**src/rtl/demux_pkg.sv**
```systemverilog
// Shared types for the 1-to-4 demux and its downstream gather stage.
// Latency: n/a (types and constants only).
// Backpressure: n/a.
package demux_pkg;

   localparam int NUM_LANES = 4;

   typedef logic [1:0] lane_sel_t;

   typedef enum logic {FILL, FULL} gather_state_t;

endpackage

```
**src/rtl/demux_gather_4.sv**
```systemverilog
// Collects four demuxed lane values (one per accepted beat) into one packed 4-lane word.
// Latency: out_valid rises the cycle after the fourth distinct lane is accepted; one beat/cycle sustained.
// Backpressure: while a full word waits, in_ready follows out_ready; a handoff may accept the next word's first beat.
//
// Ports:
//   clock, reset          : single clock, synchronous active-high reset
//   in_lanes/in_sel       : demux bundle and the select that produced it (only lane in_sel is used)
//   in_valid/in_ready     : input beat handshake
//   out_data/out_valid    : gathered word (lane k at out_data[k]) and its valid
//   out_ready             : consumer takes the word when out_valid && out_ready
//   dup_err               : sticky flag, a lane was written twice within one word
//   words_done            : count of handed-off words, wraps
module demux_gather_4
   import demux_pkg::*;
#(
   parameter int ID    = 1,
   parameter int WIDTH = 2,
   parameter int CNT_W = 16
) (
   input  logic                                clock,
   input  logic                                reset,
   input  logic [NUM_LANES-1:0][WIDTH-1:0]     in_lanes,
   input  lane_sel_t                           in_sel,
   input  logic                                in_valid,
   output logic                                in_ready,
   output logic [NUM_LANES-1:0][WIDTH-1:0]     out_data,
   output logic                                out_valid,
   input  logic                                out_ready,
   output logic                                dup_err,
   output logic [CNT_W-1:0]                    words_done
);

   // Instance identifier carries no function; only sanity-checked at elaboration.
   if (ID < 0) begin : g_id_chk
      $error("demux_gather_4: ID must be non-negative");
   end

   gather_state_t                     state, state_nxt;
   logic [NUM_LANES-1:0]              mask, mask_nxt;
   logic [NUM_LANES-1:0][WIDTH-1:0]   data;
   logic [NUM_LANES-1:0]              sel_oh;
   logic                              accept;
   logic                              handoff;
   logic                              dup_set;

   // in_ready depends only on state and out_ready, never on in_valid.
   assign in_ready  = (state == FILL) | out_ready;
   assign out_valid = (state == FULL);
   assign out_data  = data;

   assign accept  = in_valid & in_ready;
   assign handoff = (state == FULL) & out_ready;
   assign sel_oh  = NUM_LANES'(1) << in_sel;

   always_comb begin
      state_nxt = state;
      mask_nxt  = mask;
      dup_set   = 1'b0;
      case (state)
         FILL: begin
            if (accept) begin
               mask_nxt = mask | sel_oh;
               dup_set  = |(mask & sel_oh);
               if (&mask_nxt) begin
                  state_nxt = FULL;
               end
            end
         end
         FULL: begin
            if (handoff) begin
               state_nxt = FILL;
               // A beat accepted in the handoff cycle opens the next word.
               mask_nxt  = accept ? sel_oh : '0;
            end
         end
         default: begin
            state_nxt = FILL;
            mask_nxt  = '0;
         end
      endcase
   end

   always_ff @(posedge clock) begin
      if (reset) begin
         state      <= FILL;
         mask       <= '0;
         data       <= '0;
         dup_err    <= 1'b0;
         words_done <= '0;
      end else begin
         state <= state_nxt;
         mask  <= mask_nxt;
         if (dup_set) begin
            dup_err <= 1'b1;
         end
         // In FULL an accept can only happen together with the handoff,
         // so the presented word is never disturbed while it waits.
         if (accept) begin
            data[in_sel] <= in_lanes[in_sel];
         end
         if (handoff) begin
            words_done <= words_done + CNT_W'(1);
         end
      end
   end

endmodule

```
**config.mk**
```make
export PLATFORM = sky130hd
export DESIGN_NAME = demux_gather_4
export DESIGN_NICKNAME = d
export VERILOG_FILES = /design/src/rtl/demux_pkg.sv /design/src/rtl/demux_gather_4.sv
export SDC_FILE = /design/constraint.sdc
export NUM_CORES = 1
export LEC_CHECK = 0
export ABC_AREA = 1
export ABC_CLOCK_PERIOD_IN_PS = 1700
export CORE_MARGIN = 5
export CORE_UTILIZATION = 47
export CTS_CLUSTER_DIAMETER = 120
export CTS_CLUSTER_SIZE = 16
export DETAILED_ROUTE_END_ITERATION = 16
export GPL_TIMING_DRIVEN = 0
export PLACE_DENSITY = 0.8
export SETUP_SLACK_MARGIN = 0.1
export SLEW_MARGIN = 20
export SYNTH_ARGS = -nofsm -noshare
export SYNTH_HDL_FRONTEND = slang
export SYNTH_SLANG_ARGS = --single-unit
```
**constraint.sdc**
```tcl
create_clock -name clock -period 1.7 [get_ports clock]
set_clock_uncertainty 0.2 [all_clocks]
set_input_delay 0.34 -clock clock [delete_from_list [all_inputs] [get_ports clock]]
set_output_delay 0.34 -clock clock [all_outputs]
set_load 0.01 [all_outputs]
```
==> flow_metrics.tcl <==
set metrics [dict create \
    start_util 0.481 \
    final_nets 274 \
    synth_cell_types 26 \
    placed_cell_area_mm2 0.00189 \
    port_buffers 40 \
    drt_iter0_drc 76 \
    r2r_cells 8 \
    crit_arrival_ps 1000 \
    p_per_area_mw_per_mm2 667 \
    grtUsageTotal 0.179 \
    antenna_found_initial 0 \
    rsz0062_at_grt "true" \
    die_area_mm2 0.00428 \
    crit_chain "dlygate4sd2_1" \
    dp_hpwl_um 2630 \
    max_freq_ghz 0.650 \
    worstSetupPathDepth 1 \
    area_growth_pct 38.4 \
    synthesis.area_mm2 0.00144 \
    ys.flop_type "dfxtp_1" \
    pre_cts_ws_ps -399 \
    yosysWarningCount 0 \
    multi_input_area_um2 759 \
    hold_depth 2 \
    final_antenna_net_count 0 \
    slew_violations 0 \
    nFillCells 287 \
    routedWlPerCell_um 12.3 \
    clock_latency_ps 320 \
    cap_violations 0 \
    synth.top_cells.by_count "43 x nor2_1, 33 x nand2_1, 32 x inv_1" \
    gp_congestion 0.850 \
    worstPathRequired_ps 1160 \
    overflow 0 \
    wl_um 3610 \
    synth_top_area_cell "dfxtp_1" \
    p_total_uw 1330 \
    die_x_um 65.4 \
    synth_area_leaders "dfxtp_1 42%, nor2_1 11%, nand2_1 8.6%, inv_1 8.3%, a21oi_1 6.6%" \
    cts_max_level 2 \
    drive_gt1_frac 0.169 \
    crit_slowest_cell "dfxtp_1" \
    yosysMostFrequentCell "nor2_1" \
    syn_area_per_cell_um2 6.84 \
    ys_seq_area_frac 0.416 \
    hp-class "in2reg" \
    antennaDiodeCount 0 \
    min_period_ps 1540 \
    fin_ws_ps 162 \
    final_util 0.665 \
    start_kind "flop" \
    cts-root-buf "clkbuf_4" \
    finalSetupViolCount 0 \
    path_class "reg2out" \
    cp_max_fo 4 \
    fp.coreArea_mm2 0.00300 \
    grt_pass1_wl_um 6010 \
    cpPeakStageDelay_ps 390 \
    status "finished clean" \
    via_count 1474 \
    clk_pin_slew_ps 100 \
    dr.pass1.iters 4 \
    crit_family "flip-flops" \
    async_flop_share 0 \
    synth_seq_cells 30 \
    slew_headroom 0.777 \
    finalCritPeriodShare 0.905 \
    ff_latch_area_um2 617 \
    cts_tree "done" \
    grt_pass1_vias 1428 \
    worstMarginPinSlew_ps 334 \
    hold_viol_final 0 \
    post-route-cell-area_mm2 0.00200 \
    vias_per_cell 5.03 \
    leakage_uw 0.000978 \
    rows 20 \
    endpoint_kind "output pin" \
    vdd_drop_max_v 0.000522 \
    drc_errors 0 \
    synth.top_cell.area_share 0.416 \
    cts_sinks 30 \
    cts_inserted_buffers 5 \
    syn_inst 211 \
    crit_buf_inv 1 \
    clk_path_buf_depth 2 \
    synthesis.nets 226 \
    ios 41 \
    die_y_um 65.4 \
    grt_start_max_net_pins 11 \
    synth_edf_count 0 \
]
[worst reg2reg max path: cells and delay by family (launching register included)]
kind,cells,cell delay (ps)
fa+ha+maj,1,190
flops,1,360
simple gates,7,650
[per-layer routing]
metal / share of wire / track usage / up-vias
li1: - / - / 775
met5: 0 / 0 / -
met4: 0.013 / 0.0622 / 0
met1: 0.46 / 0.212 / 672
met3: 0.029 / 0.0444 / 4
met2: 0.50 / 0.314 / 23
[sequential cells by signal, summed over array words and instances, names as in the netlist]
name,count
dup_err,1
mask,4
out_data,8
out_valid,1
words_done,16
[final timing paths]
kind | start | end | slack (ps)
worst max-delay path | words_done[11]$_SDFFE_PP0P_ | words_done[11] | 160
worst min-delay path | reset | out_valid$_SDFF_PP0_ | 190
worst max register to register | words_done[1]$_SDFFE_PP0P_ | words_done[14]$_SDFFE_PP0P_ | 220
worst min register to register | dup_err$_SDFFE_PP0P_ | dup_err$_SDFFE_PP0P_ | 270
[timing repair]
| action | in CTS | in global routing |
|---|---|---|
| setup buffers | 0 | 1 |
| cloned | 0 | 0 |
| gates resized for setup | 39 | 23 |
| endpoints found under the setup margin | 40 | 24 |
| hold buffers | 0 | 0 |
| pin swaps | 0 | 1 |
[power breakdown]
group / switching [uW] / total [uW] / internal (uW)
combinational: 84.3 / 151 / 66.9
sequential: 6.47 / 723 / 717
clock: 260 / 459 / 199
[through the flow]
step	cells	hold slack, ps	TNS, ps
6_report	293	190	0
5_1_grt	293	188	0
4_1_cts	292	275	0
3_5_place_dp	284	262	-6330
3_3_place_gp	284	247	-5950
2_1_floorplan	211	209	0
[cell type report]
| cell class | instances | share of cell area |
|---|---|---|
| multi-input combinational | 146 | 0.380 |
| sequential | 30 | 0.309 |
| timing repair buffer | 41 | 0.192 |
| inverter | 33 | 0.0620 |
| clock buffer | 6 | 0.0257 |
| tap | 33 | 0.0207 |
| clock inverter | 2 | 0.00626 |
| buffer | 2 | 0.00501 |
[cell usage in the layout (no fill, tap or decap), types with 3 or more instances in the layout]
cell type and n:
nor2_1 40, inv_1 31, nand2_1 31, dlygate4sd2_1 27
dfxtp_1 19, a21oi_1 18, o21ai_0 18, dfxtp_2 10
clkdlybuf4s50_1 9, nand3_1 6, clkbuf_4 5, nor2_4 4
nand2_2 3, nor2_2 3, nand3_2 3, nand4_1 3
dlymetal6s2s_1 3
[kinds of logic after synthesis]
| family | after synthesis | synth area share |
|---|---|---|
| flops | 30 | 0.416 |
| compound gates | 45 | 0.167 |
| fa+ha+maj | 1 | 0.00866 |
| buf+inv | 35 | 0.0918 |
| simple gates | 100 | 0.316 |
Note: power is estimated with default switching activity, not from simulation.
